<file path="config.mk">
export PLATFORM = sky130hd
export DESIGN_NAME = spike_encoder_flat
export DESIGN_NICKNAME = d
export VERILOG_FILES = /design/src/rtl/spike_pkg.sv /design/src/rtl/spike_encoder_if.sv /design/src/rtl/spike_pulse_gen.sv /design/src/rtl/spike_encoder.sv /design/src/flat_wrapper.sv
export SDC_FILE = /design/constraint.sdc
export NUM_CORES = 1
export LEC_CHECK = 0
export ABC_AREA = 1
export CORE_UTILIZATION = 23
export CTS_BUF_LIST = sky130_fd_sc_hd__clkbuf_2 sky130_fd_sc_hd__clkbuf_4 sky130_fd_sc_hd__clkbuf_8
export CTS_CLUSTER_DIAMETER = 80
export DETAILED_ROUTE_END_ITERATION = 6
export PLACE_DENSITY = 0.47
export SLEW_MARGIN = 10
export SYNTH_ARGS = -nofsm -noshare
export SYNTH_HDL_FRONTEND = slang
export SYNTH_SLANG_ARGS = --single-unit
export TNS_END_PERCENT = 20
</file>
<file path="constraint.sdc">
create_clock -name aclk -period 4.95 [get_ports aclk]
set_clock_uncertainty 0.2 [all_clocks]
set_input_delay 0.7425 -clock aclk [delete_from_list [all_inputs] [get_ports aclk]]
set_output_delay 0.7425 -clock aclk [all_outputs]
set_load 0.01 [all_outputs]
</file>
<file path="src/rtl/spike_pkg.sv">
// ---------------------------------------------------------------------------
// spike_pkg
// Shared types and helpers for the spike encoder slice.
//   enc_state_t : encoder control state (idle / running a gamma cycle)
//   laneLsb()   : bit offset of a lane's spike-time field in a packed vector
// ---------------------------------------------------------------------------
package spike_pkg;

    typedef enum logic {
        ENC_IDLE = 1'b0,
        ENC_RUN  = 1'b1
    } enc_state_t;

    // Lane i's spike time lives in bits [laneLsb(i, w) +: w] of a packed bus.
    function automatic int laneLsb(input int lane, input int width);
        return lane * width;
    endfunction

endpackage

</file>
<file path="src/rtl/spike_encoder_if.sv">
// ---------------------------------------------------------------------------
// spike_encoder_if
// Valid/ready input channel carrying one spike-time vector per transfer.
//   in_valid : source has a vector on in_times/in_mask
//   in_ready : encoder can take a vector this cycle
//   in_times : packed per-lane spike times, TIME_WIDTH bits per lane
//   in_mask  : per-lane fire enable
// master = vector source, slave = encoder.
// ---------------------------------------------------------------------------
interface spike_encoder_if #(
    parameter int NUM_INPUTS = 16,
    parameter int TIME_WIDTH = 4
);

    logic                             in_valid;
    logic                             in_ready;
    logic [NUM_INPUTS*TIME_WIDTH-1:0] in_times;
    logic [NUM_INPUTS-1:0]            in_mask;

    modport master (
        output in_valid,
        output in_times,
        output in_mask,
        input  in_ready
    );

    modport slave (
        input  in_valid,
        input  in_times,
        input  in_mask,
        output in_ready
    );

endinterface

</file>
<file path="src/rtl/spike_pulse_gen.sv">
// ---------------------------------------------------------------------------
// spike_pulse_gen
// One lane of the encoder: raises spike_o while the gamma tick lies in
// [laneTime_i, laneTime_i + PULSE_WIDTH).
//   runEn_i    : encoder is in a gamma cycle
//   laneTime_i : this lane's spike time
//   laneMask_i : this lane fires this gamma cycle
//   tick_i     : current gamma tick
//   spike_o    : pulse output
// ---------------------------------------------------------------------------
module spike_pulse_gen #(
    parameter int TIME_WIDTH  = 4,
    parameter int PULSE_WIDTH = 8
) (
    input  logic                  runEn_i,
    input  logic [TIME_WIDTH-1:0] laneTime_i,
    input  logic                  laneMask_i,
    input  logic [TIME_WIDTH-1:0] tick_i,
    output logic                  spike_o
);

    // The end-of-pulse sum is widened so late spike times cannot wrap back
    // into an early window.
    localparam int SUM_WIDTH = TIME_WIDTH + $clog2(PULSE_WIDTH + 1) + 1;

    logic [SUM_WIDTH-1:0] tickExt;
    logic [SUM_WIDTH-1:0] pulseEnd;

    assign tickExt  = SUM_WIDTH'(tick_i);
    assign pulseEnd = SUM_WIDTH'(laneTime_i) + SUM_WIDTH'(PULSE_WIDTH);

    // Truncation at the gamma boundary falls out naturally: the tick never
    // exceeds the last gamma tick, and the lane is reloaded or idled after it.
    assign spike_o = runEn_i && laneMask_i &&
                     (tick_i >= laneTime_i) && (tickExt < pulseEnd);

endmodule

</file>
<file path="src/rtl/spike_encoder.sv">
// ---------------------------------------------------------------------------
// spike_encoder
// Converts spike-time vectors into temporal spike pulses, one vector per
// gamma cycle, with a single-entry pending buffer so back-to-back vectors run
// without an idle gap.
//   aclk          : clock
//   rst           : asynchronous active-high reset
//   inBus         : valid/ready vector input (slave side)
//   output_spikes : per-lane spike pulses
//   gamma_start   : high on tick 0 of each active gamma cycle
//   busy          : high while a gamma cycle is running
// ---------------------------------------------------------------------------
module spike_encoder
    import spike_pkg::*;
#(
    parameter int GAMMA_CYCLE_WIDTH = 16,
    parameter int PULSE_WIDTH       = 8,
    parameter int NUM_INPUTS        = 16
) (
    input  logic                  aclk,
    input  logic                  rst,
    spike_encoder_if.slave        inBus,
    output logic [NUM_INPUTS-1:0] output_spikes,
    output logic                  gamma_start,
    output logic                  busy
);

    localparam int TIME_WIDTH = $clog2(GAMMA_CYCLE_WIDTH);
    localparam int TIMES_BITS = NUM_INPUTS * TIME_WIDTH;
    localparam logic [TIME_WIDTH-1:0] LAST_TICK = TIME_WIDTH'(GAMMA_CYCLE_WIDTH - 1);

    enc_state_t              state_q,        state_d;
    logic [TIME_WIDTH-1:0]   tick_q,         tick_d;
    logic                    pendingValid_q, pendingValid_d;
    logic [TIMES_BITS-1:0]   pendingTimes_q, pendingTimes_d;
    logic [NUM_INPUTS-1:0]   pendingMask_q,  pendingMask_d;
    logic [TIMES_BITS-1:0]   activeTimes_q,  activeTimes_d;
    logic [NUM_INPUTS-1:0]   activeMask_q,   activeMask_d;
    logic                    runState;

    assign inBus.in_ready = !pendingValid_q;

    // Next-state logic. Accepting into pending requires an empty buffer and
    // loading from pending requires a full one, so the two never collide.
    always_comb begin
        state_d        = state_q;
        tick_d         = tick_q;
        pendingValid_d = pendingValid_q;
        pendingTimes_d = pendingTimes_q;
        pendingMask_d  = pendingMask_q;
        activeTimes_d  = activeTimes_q;
        activeMask_d   = activeMask_q;

        if (inBus.in_valid && !pendingValid_q) begin
            pendingValid_d = 1'b1;
            pendingTimes_d = inBus.in_times;
            pendingMask_d  = inBus.in_mask;
        end

        unique case (state_q)
            ENC_IDLE: begin
                tick_d = '0;
                if (pendingValid_q) begin
                    activeTimes_d  = pendingTimes_q;
                    activeMask_d   = pendingMask_q;
                    pendingValid_d = 1'b0;
                    state_d        = ENC_RUN;
                end
            end
            ENC_RUN: begin
                if (tick_q == LAST_TICK) begin
                    tick_d = '0;
                    if (pendingValid_q) begin
                        activeTimes_d  = pendingTimes_q;
                        activeMask_d   = pendingMask_q;
                        pendingValid_d = 1'b0;
                    end else begin
                        state_d = ENC_IDLE;
                    end
                end else begin
                    tick_d = tick_q + 1'b1;
                end
            end
            default: state_d = ENC_IDLE;
        endcase
    end

    // State register; reset throws away both the running and waiting vectors.
    always_ff @(posedge aclk or posedge rst) begin
        if (rst) begin
            state_q        <= ENC_IDLE;
            tick_q         <= '0;
            pendingValid_q <= 1'b0;
            pendingTimes_q <= '0;
            pendingMask_q  <= '0;
            activeTimes_q  <= '0;
            activeMask_q   <= '0;
        end else begin
            state_q        <= state_d;
            tick_q         <= tick_d;
            pendingValid_q <= pendingValid_d;
            pendingTimes_q <= pendingTimes_d;
            pendingMask_q  <= pendingMask_d;
            activeTimes_q  <= activeTimes_d;
            activeMask_q   <= activeMask_d;
        end
    end

    assign runState    = (state_q == ENC_RUN);
    assign busy        = runState;
    assign gamma_start = runState && (tick_q == '0);

    // One comparator per lane; gating on runState keeps stale active
    // registers silent while idle.
    for (genvar i = 0; i < NUM_INPUTS; i++) begin : gLane
        spike_pulse_gen #(
            .TIME_WIDTH  (TIME_WIDTH),
            .PULSE_WIDTH (PULSE_WIDTH)
        ) uPulse (
            .runEn_i    (runState),
            .laneTime_i (activeTimes_q[laneLsb(i, TIME_WIDTH) +: TIME_WIDTH]),
            .laneMask_i (activeMask_q[i]),
            .tick_i     (tick_q),
            .spike_o    (output_spikes[i])
        );
    end

endmodule

</file>
<file path="src/flat_wrapper.sv">
// flat-port wrapper written by rule: the top's interface ports become plain ports
module spike_encoder_flat import spike_pkg::*;
#(
    parameter int GAMMA_CYCLE_WIDTH = 16,
    parameter int PULSE_WIDTH       = 8,
    parameter int NUM_INPUTS        = 16
)
  (aclk, rst, output_spikes, gamma_start, busy, inBus_in_valid, inBus_in_times, inBus_in_mask, inBus_in_ready);
  spike_encoder_if #(.NUM_INPUTS(NUM_INPUTS), .TIME_WIDTH((4))) inBus_i ();
  input  logic aclk;
  input  logic rst;
  output logic [NUM_INPUTS-1:0] output_spikes;
  output logic gamma_start;
  output logic busy;
  input wire logic [$bits(inBus_i.in_valid)-1:0] inBus_in_valid;
  input wire logic [$bits(inBus_i.in_times)-1:0] inBus_in_times;
  input wire logic [$bits(inBus_i.in_mask)-1:0] inBus_in_mask;
  output wire logic [$bits(inBus_i.in_ready)-1:0] inBus_in_ready;
  assign inBus_i.in_valid = inBus_in_valid;
  assign inBus_i.in_times = inBus_in_times;
  assign inBus_i.in_mask = inBus_in_mask;
  assign inBus_in_ready = inBus_i.in_ready;
  spike_encoder #(.GAMMA_CYCLE_WIDTH(GAMMA_CYCLE_WIDTH), .PULSE_WIDTH(PULSE_WIDTH), .NUM_INPUTS(NUM_INPUTS)) u_core (.aclk(aclk), .rst(rst), .inBus(inBus_i), .output_spikes(output_spikes), .gamma_start(gamma_start), .busy(busy));
endmodule
</file>
; Yosys cells after proc, flatten, opt, wreduce, memory -nomap -nowiden
; Cells that the tools add are included.
[totals]
ff_bits = 166
inputBits = 83
word_cells = 126
[classes]
n_addsub = 17
n_lt_le_gt_ge = 32
n_eq_ne = 2
muxes = 15
bitwise_logic = 1
reduce_logical = 52
[op_table]
columns = operator, n
row1 = < comparator 4 x 9 -> 1 bit, 16
row2 = two-way mux 64 bit, 2
row3 = case mux 64 bit (2 select lines), 1
row4 = "adder 4 x 4 -> 5 bit, second input constant", 16
row5 = >= comparator 4 bit, 16
row6 = logical AND 1 bit, 50
row7 = two-way mux 16 bit, 2
row8 = case mux 16 bit (2 select lines), 1
row9 = case mux 4 bit (2 select lines), 1
row10 = two-way mux 1 bit, 5
row11 = "adder 4 x 1 -> 4 bit, second input constant", 1
row12 = "== test 4 bit, second input constant", 1
row13 = zero test 4 bit, 1
row14 = two-way mux 4 bit, 1
row15 = case mux 1 bit (2 select lines), 2
row16 = "!= test 2 bit, second input constant", 1
row17 = zero test 1 bit, 1
row18 = NOT 1 bit, 1

; Logic depth before layout (Yosys ltp)
; Gate-level depths: netlist of the first run.
[depth]
depth_word = 6
mapped_depth = 10
depth_no_buf = 9

; Modules after synthesis
; A second synthesis of the first run with hierarchy kept.
[unflattened]
hier_cells = 1192
hier_area_um2 = 9366.5
[modules_own_cells]
columns = mod, n_inst, cells_per_inst, area_each_um2, seq_area_each_um2
row1 = spike_encoder, 1, 728, 6643.9, 4154.0
row2 = spike_pulse_gen, 16, 29, 170.2, 0.0

; Worst setup path before layout of the first run
; OpenSTA, ideal clock, no wires.
[synth_timing]
kind = reg2out
start = reg u_core.tick_q[3]
end = out output_spikes[10]
arrival_time_ps = 2061
slack_ps = 1946
stages_incl_launch_ff = 7
path_buffers = 1
path_cell_list = dfrtp_1 -> ha_1 -> a21oi_1 -> nand2_1 -> nand2_1 -> nor2_1 -> buf_4
[synth_between]
elab_chain_len = 3
word_cells_on_any_way = 4
cone_classes = 2 x order compare / 2 x reduce/logical
[synth_rtl]
columns = item, line_no
row1 = start: declaration, spike_encoder.sv:33  ; logic [TIME_WIDTH-1:0] tick_q, tick_d;
row2 = start signal: assignment, spike_encoder.sv:100  ; tick_q <= tick_d;
row3 = branches (longest 2 deep; another with < comparator 4 x 9 -> 1 bit), --
row4 = logical AND 1 bit (*), spike_pulse_gen.sv:35  ; (tick_i >= laneTime_i) && (tickExt < pulseEnd);
row5 = end: declaration, flat_wrapper.sv:12  ; output logic [NUM_INPUTS-1:0] output_spikes;
; Every way passes the cells marked *.

; Worst setup path after layout of the first run
[layout_timing]
start = reg u_core.tick_q[1]
end = out output_spikes[15]
; Same word-level chain as after synthesis.

==> key figures, run 1 <==
Run status
  – Status: complete, no violations

Logic synthesis
  – Cells after synthesis: 996
  – Sequential element share of the synthesized area: 46.7%
  – Synthesized net count: 1,177
  – Yosys reg bits: 166
  – Syn_area_per_cell: 8.94 um2
  – Ys Warns: 0
  – Mapped cell area: 0.00890 mm2
  – Synth cell types: 22

Clock tree
  – Clock Pin Slew Worst Setup and Hold Paths: 0.10 ns
  – Cts repair resizes: 0
  – CTS Sinks: 166
  – Longest Clk Path Bufs: 2
  – Setup Fix Bufs, Post-CTS: 0
  – H-tree levels: 4
  – Total CTS buffers: 17
  – CTS tree: yes
  – Clock root buffer: clkbuf_8
  – Clock insertion delay at the later pin of the skew report: 0.49 ns
  – CTS Hold Bufs: 0

Global routing
  – Vias in the first global route: 6,536
  – Pin count of the biggest net entering global routing: 167
  – Initial antenna violation count: 0
  – Overflow after GRT: 0
  – GRT Resource Usage Total: 11.1%
  – Global-route wire length before repair: 33.3 mm

Placement
  – Routability Congestion: 0.734
  – Buffers on Ports: 101
  – DP HPWL: 13.1 mm

Route
  – Post-Route WL: 20.4 mm
  – Initial DRC Count: 257
  – Vias per cell: 3.98
  – Residual DRC: 0
  – DRT antenna net count: 0
  – Routed len/inst: 12.8 um
  – DR pass1 iterations: 4
  – Via count: 6,365

Timing
  – Fraction of the cycle the final worst path needs: 78.9%
  – Fin Hold WS: 0.282 ns
  – Pins Over Slew Limit: 0
  – Setup TNS after final layout: 0 ns
  – Worst slew margin: 26.0%
  – Slew of the pin with the lowest slew margin: 1.11 ns
  – RSZ-0062 raised after global routing: no
  – Achievable clock frequency: 256 MHz
  – Fin crit period: 3.90 ns
  – Final Hold Violating Endpoints: 0
  – Final Setup Violations: 0

Finish
  – Nets: 1,257
  – Area delta synth->final: 20.5%
  – Diodes inserted: 0
  – Fillers: 4,113
  – Share of layout cells above drive strength 1: 6.15%

Floorplan
  – I/O pin count: 102
  – Die height: 199 um
  – Initial Utilization: 23.5%
  – Total die area: 0.0395 mm2
  – Die Width: 199 um
  – Core Area: 0.0378 mm2
  – Row Count: 71

Setup path
  – Worst-path maximum fanout: 19
  – Required time worst endpoint: 4.01 ns
  – CP Class: reg2out
  – Critical R2R Launch: u_core.tick_q[1]$_DFF_PP0_
  – Worst setup EP type: output pin
  – Reg-to-reg setup timing slack: 1.70 ns
  – Reg2Reg Depth: 7
  – Setup crit start kind: flop
  – Capturing point of the worst reg2reg path: u_core.activeTimes_q[31]$_DFFE_PP0P_
  – Worst EP arrival: 2.96 ns

Min path
  – Worst Min Path Start: u_core.activeTimes_q[44]$_DFFE_PP0P_
  – Hold worst-path end: u_core.activeTimes_q[44]$_DFFE_PP0P_
  – Hold Path Class: reg2reg
  – Hold path depth: 2

Power and ir drop
  – PwrDens: 625 mW/mm2
  – Max VDD drop: 246 uV
  – Leakage: 5.45 nW
  – Pwr Total: 6.70 mW

Flow run
  – Max cap viols: 0
==> state kept, by name, indices dropped and copies added, names as in the netlist <==
signal and cells:
u_core.pendingTimes_q 64, u_core.busy 1, u_core.pendingMask_q 16, u_core.tick_q 4, u_core.activeMask_q 16, u_core.activeTimes_q 64
u_core.pendingValid_q 1
==> synth_stat cells, drive strengths merged <==
cell	n	share of area, %
clkbuf	4	0.17
inv	164	6.9
dfrtp	166	47
nand3	30	1.7
nor2	87	3.7
ha	98	14
nand2	203	8.7
mux2	50	6.3
o21ai	31	1.7
xor2	1	0.098
nor4b	1	0.098
buf	44	3.5
xnor2	1	0.098
a21oi	116	6.5
==> report_power, final <==
| part | leakage (nW) | switching (mW) | internal (mW) |
|---|---|---|---|
| Clock | 0.204 | 0.576 | 0.466 |
| Sequential | 1.91 | 0.429 | 2.03 |
| Combinational | 3.34 | 1.78 | 1.41 |
| Total | 5.45 | 2.79 | 3.91 |
==> area by class of cell <==
| class | instances | area (um2) | share of cell area [%] |
|---|---|---|---|
| Clock buffer | 18 | 248 | 2.31 |
| Clock inverter | 14 | 149 | 1.39 |
| Inverter | 164 | 619 | 5.78 |
| Multi-Input combinational cell | 618 | 3820 | 35.6 |
| Sequential cell | 166 | 4160 | 38.7 |
| Tap cell | 511 | 639 | 5.96 |
| Timing Repair Buffer | 109 | 1100 | 10.2 |
==> critical path, stage by stage, from the launching register on <==
cell             delay [ns]
dfrtp_1                1.09
ha_1                   0.39
nand2_1                0.09
nand2_1                0.05
nand2_1                0.05
a21oi_1                0.06
nor2_1                 0.16
clkdlybuf4s50_1        0.57
==> through the flow <==
stage / cells / worst slack (ns) / instance area [um2] / util (%)
2_1_floorplan: 996 / 1.89 / 8900 / -
3_3_place_gp: 1568 / 1.46 / 10300 / 27.3
3_5_place_dp: 1568 / 1.47 / 10300 / 27.3
4_1_cts: 1600 / 0.897 / 10700 / 28.3
5_1_grt: 1600 / 0.784 / 10700 / 28.3
6_report: 1600 / 1.05 / 10700 / 28.3
==> worst max path at each step <==
| stage | from | endpoint | slack, ns | depth (start not counted) |
|---|---|---|---|---|
| 2_1_floorplan | rst | u_core.activeMask_q[0]$_DFFE_PP0P_ | 1.89 | 1 |
| 3_3_place_gp | u_core.tick_q[1]$_DFF_PP0_ | output_spikes[2] | 1.46 | 7 |
| 3_5_place_dp | u_core.tick_q[1]$_DFF_PP0_ | output_spikes[2] | 1.47 | 7 |
| 4_1_cts | u_core.tick_q[1]$_DFF_PP0_ | output_spikes[2] | 0.90 | 7 |
| 5_1_grt | u_core.tick_q[1]$_DFF_PP0_ | output_spikes[0] | 0.78 | 7 |
| 6_report | u_core.tick_q[1]$_DFF_PP0_ | output_spikes[15] | 1.05 | 7 |
==> kinds of logic (layout without fill, tap and decap cells) <==
| kind of cell | Yosys count | count (layout) | share of synthesized area (%) |
|---|---|---|---|
| XOR/XNOR | 2 | 2 | 0.197 |
| AO/OA/AOI/OAI | 147 | 147 | 8.27 |
| flip-flops | 166 | 166 | 46.7 |
| AND/OR/NAND/NOR | 321 | 321 | 14.2 |
| multiplexers | 50 | 50 | 6.33 |
| adder cells (fa/ha/maj) | 98 | 98 | 13.8 |
| buffers and inverters | 212 | 305 | 10.6 |
==> per-layer routing <==
layer | vias up | share of wire, % | track usage, %
met1 | 3006 | 49 | 14.1
met5 | - | 0 | 0
met3 | 15 | 3.6 | 2.80
met2 | 84 | 46 | 18.4
met4 | 0 | 1.3 | 3.48
li1 | 3260 | - | -
==> cells in the final DEF, fill, tap and decap left out, types with 6 or more instances in the layout <==
cell             instances
a21oi_1                116
buf_4                    6
clkbuf_8                18
clkdlybuf4s50_1        101
dfrtp_1                165
ha_1                    98
inv_1                  162
mux2_1                  30
mux2_2                  20
nand2_1                200
nand3_1                 29
nor2_1                  87
o21ai_0                 21
o21ai_1                 10
Note: power is estimated with default switching activity, not from simulation.
==> inputs of run 2 (changes only) <==
Clock period 4.95 ns to 3.4 ns, I/O delays scaled along.
==> key figures, run 2 (synthesized netlist as in run 1, its figures left out) <==
Route
  – Routed len/inst: 12.6 um
  – DRT antenna net count: 0
  – Post-Route WL: 20.3 mm
  – Initial DRC Count: 190
  – Via count: 6,381
  – Residual DRC: 0
  – Vias per cell: 3.96
  – DR pass1 iterations: 4

Timing
  – Pins Over Slew Limit: 0
  – Fin crit period: 3.22 ns
  – Fraction of the cycle the final worst path needs: 94.7%
  – Worst Slack Setup Final: 0.181 ns
  – Setup TNS after final layout: 0 ns
  – Achievable clock frequency: 311 MHz
  – RSZ-0062 raised after global routing: no
  – Fin Hold WS: 0.283 ns
  – Worst slew margin: 61.1%
  – Slew of the pin with the lowest slew margin: 0.583 ns
  – Final Hold Violating Endpoints: 0
  – Final Setup Violations: 0

Finish
  – Final Util: 28.7%
  – Multi-input logic area: 0.00382 mm2
  – Area delta synth->final: 21.9%
  – Most frequent cells in the layout: nand2_1, dfrtp_1, inv_1, a21oi_1, clkdlybuf4s50_1
  – Finished Cell Area: 0.0109 mm2
  – Fillers: 4,102
  – Most common cell after layout, fill and taps aside: nand2_1
  – FF/Latch Area: 0.00416 mm2
  – Share of layout cells above drive strength 1: 7.44%
  – Fin cells: 1,613
  – Diodes inserted: 0
  – Nets: 1,270
  – Biggest regs: u_core.activeTimes_q x64, u_core.pendingTimes_q x64

Floorplan
  – Die height: 199 um
  – Die Width: 199 um
  – I/O pin count: 102
  – Initial Utilization: 23.5%
  – Total die area: 0.0395 mm2
  – Core Area: 0.0378 mm2
  – Row Count: 71

Placement
  – Post-DP Area: 0.0104 mm2
  – Pre-CTS setup slack: 0.512 ns
  – Post-Place Cells: 1,578
  – Buffers on Ports: 101
  – DP HPWL: 13.6 mm
  – Routability Congestion: 0.740

Power and ir drop
  – Leakage: 5.54 nW
  – PwrDens: 898 mW/mm2
  – Internal power: 5.75 mW
  – Net Switching: 3.99 mW
  – Pwr Total: 9.74 mW
  – Clock share of power: 14.4%
  – Comb pwr share: 50.3%
  – Sequential Power Share: 35.3%
  – Switching share of power: 41.0%
  – Max VDD drop: 475 uV

Setup path
  – Crit path from: u_core.tick_q[3]$_DFF_PP0_
  – Capturing point of the worst reg2reg path: u_core.activeTimes_q[13]$_DFFE_PP0P_
  – Reg-to-reg setup timing slack: 1.02 ns
  – Worst EP arrival: 2.51 ns
  – CP Class: reg2out
  – Setup crit start kind: flop
  – Reg2Reg Depth: 8
  – Critical R2R Launch: u_core.tick_q[1]$_DFF_PP0_
  – Worst setup EP type: output pin
  – Setup crit end: output_spikes[1]
  – Worst-path maximum fanout: 10
  – Required time worst endpoint: 2.69 ns

Global routing
  – Initial antenna violation count: 1
  – GRT Resource Usage Total: 11.2%
  – Pin count of the biggest net entering global routing: 112
  – Overflow after GRT: 0
  – Global-route wire length before repair: 33.6 mm
  – Vias in the first global route: 6,596

Clock tree
  – Clock root buffer: clkbuf_8
  – H-tree levels: 4
  – CTS tree: yes
  – CTS Sinks: 166
  – Clock insertion delay at the later pin of the skew report: 0.47 ns
  – Longest Clk Path Bufs: 2
  – Total CTS buffers: 17
  – Clock Pin Slew Worst Setup and Hold Paths: 0.10 ns

Min path
  – Hold Path Class: reg2reg

Run status
  – Status: complete, no violations

Flow run
  – Max cap viols: 0
==> run 2: cell count changes in the layout (fill, tap and decap cells not counted), sizes merged <==
cell           delta
buf              +13
clkbuf            +6
clkinv            -3
bufinv            -2
inv               -2
clkdlybuf4s50     -1
clkinvlp          +1
dlymetal6s2s      +1
==> run 2: how the worst min path moves through the flow <==
stage                                         start                                   end  slack (ns)  cells after the start
2_1_floorplan  u_core.activeTimes_q[16]$_DFFE_PP0P_  u_core.activeTimes_q[16]$_DFFE_PP0P_        0.25                      2
3_3_place_gp   u_core.activeTimes_q[32]$_DFFE_PP0P_  u_core.activeTimes_q[32]$_DFFE_PP0P_        0.26                      2
3_5_place_dp   u_core.activeTimes_q[28]$_DFFE_PP0P_  u_core.activeTimes_q[28]$_DFFE_PP0P_        0.26                      2
4_1_cts        u_core.activeTimes_q[28]$_DFFE_PP0P_  u_core.activeTimes_q[28]$_DFFE_PP0P_        0.29                      2
5_1_grt        u_core.activeTimes_q[16]$_DFFE_PP0P_  u_core.activeTimes_q[16]$_DFFE_PP0P_        0.31                      2
6_report       u_core.activeTimes_q[28]$_DFFE_PP0P_  u_core.activeTimes_q[28]$_DFFE_PP0P_        0.28                      2
==> run 2: repair_timing <==
action	CTS	global route
hold buffers	0	0
cloned	0	0
endpoints found under the setup margin	5	3
gates resized for setup	1	3
pin swaps	0	0
buffers inserted	3	0
endpoints found under the hold margin	0	0
==> run 2: final cells by class <==
type | instances | share of cell area, %
Multi-Input combinational cell | 618 | 35.2
Tap cell | 511 | 5.89
Timing Repair Buffer | 122 | 11.4
Clock buffer | 24 | 2.93
Sequential cell | 166 | 38.3
Inverter | 164 | 5.71
Clock inverter | 8 | 0.588
==> run 2: power by group through the flow <==
stage	sequential (mW)	combinational, mW	clock, mW
floorplan	3.45	3.67	0
global placement	3.50	4.84	0
detailed placement	3.52	4.96	0
CTS	3.45	5.04	1.49
global route	3.58	5.83	1.56
finish	3.44	4.90	1.40
==> run 2: per-layer routing <==
| layer | wire (um) | global-route usage, % |
|---|---|---|
| met5 | 17 | 0 |
| met1 | 9890 | 14.2 |
| met2 | 9200 | 18.3 |
| met3 | 870 | 3.26 |
| met4 | 325 | 3.59 |
==> run 2: worst max-delay path, stage by stage, from the launching register on <==
cell	delay, ns
dfrtp_4	0.53
buf_4	0.20
ha_1	0.31
nand2_1	0.06
inv_1	0.06
nand2_1	0.06
nand2_1	0.05
nand2_1	0.04
nor2_1	0.15
clkdlybuf4s50_1	0.57
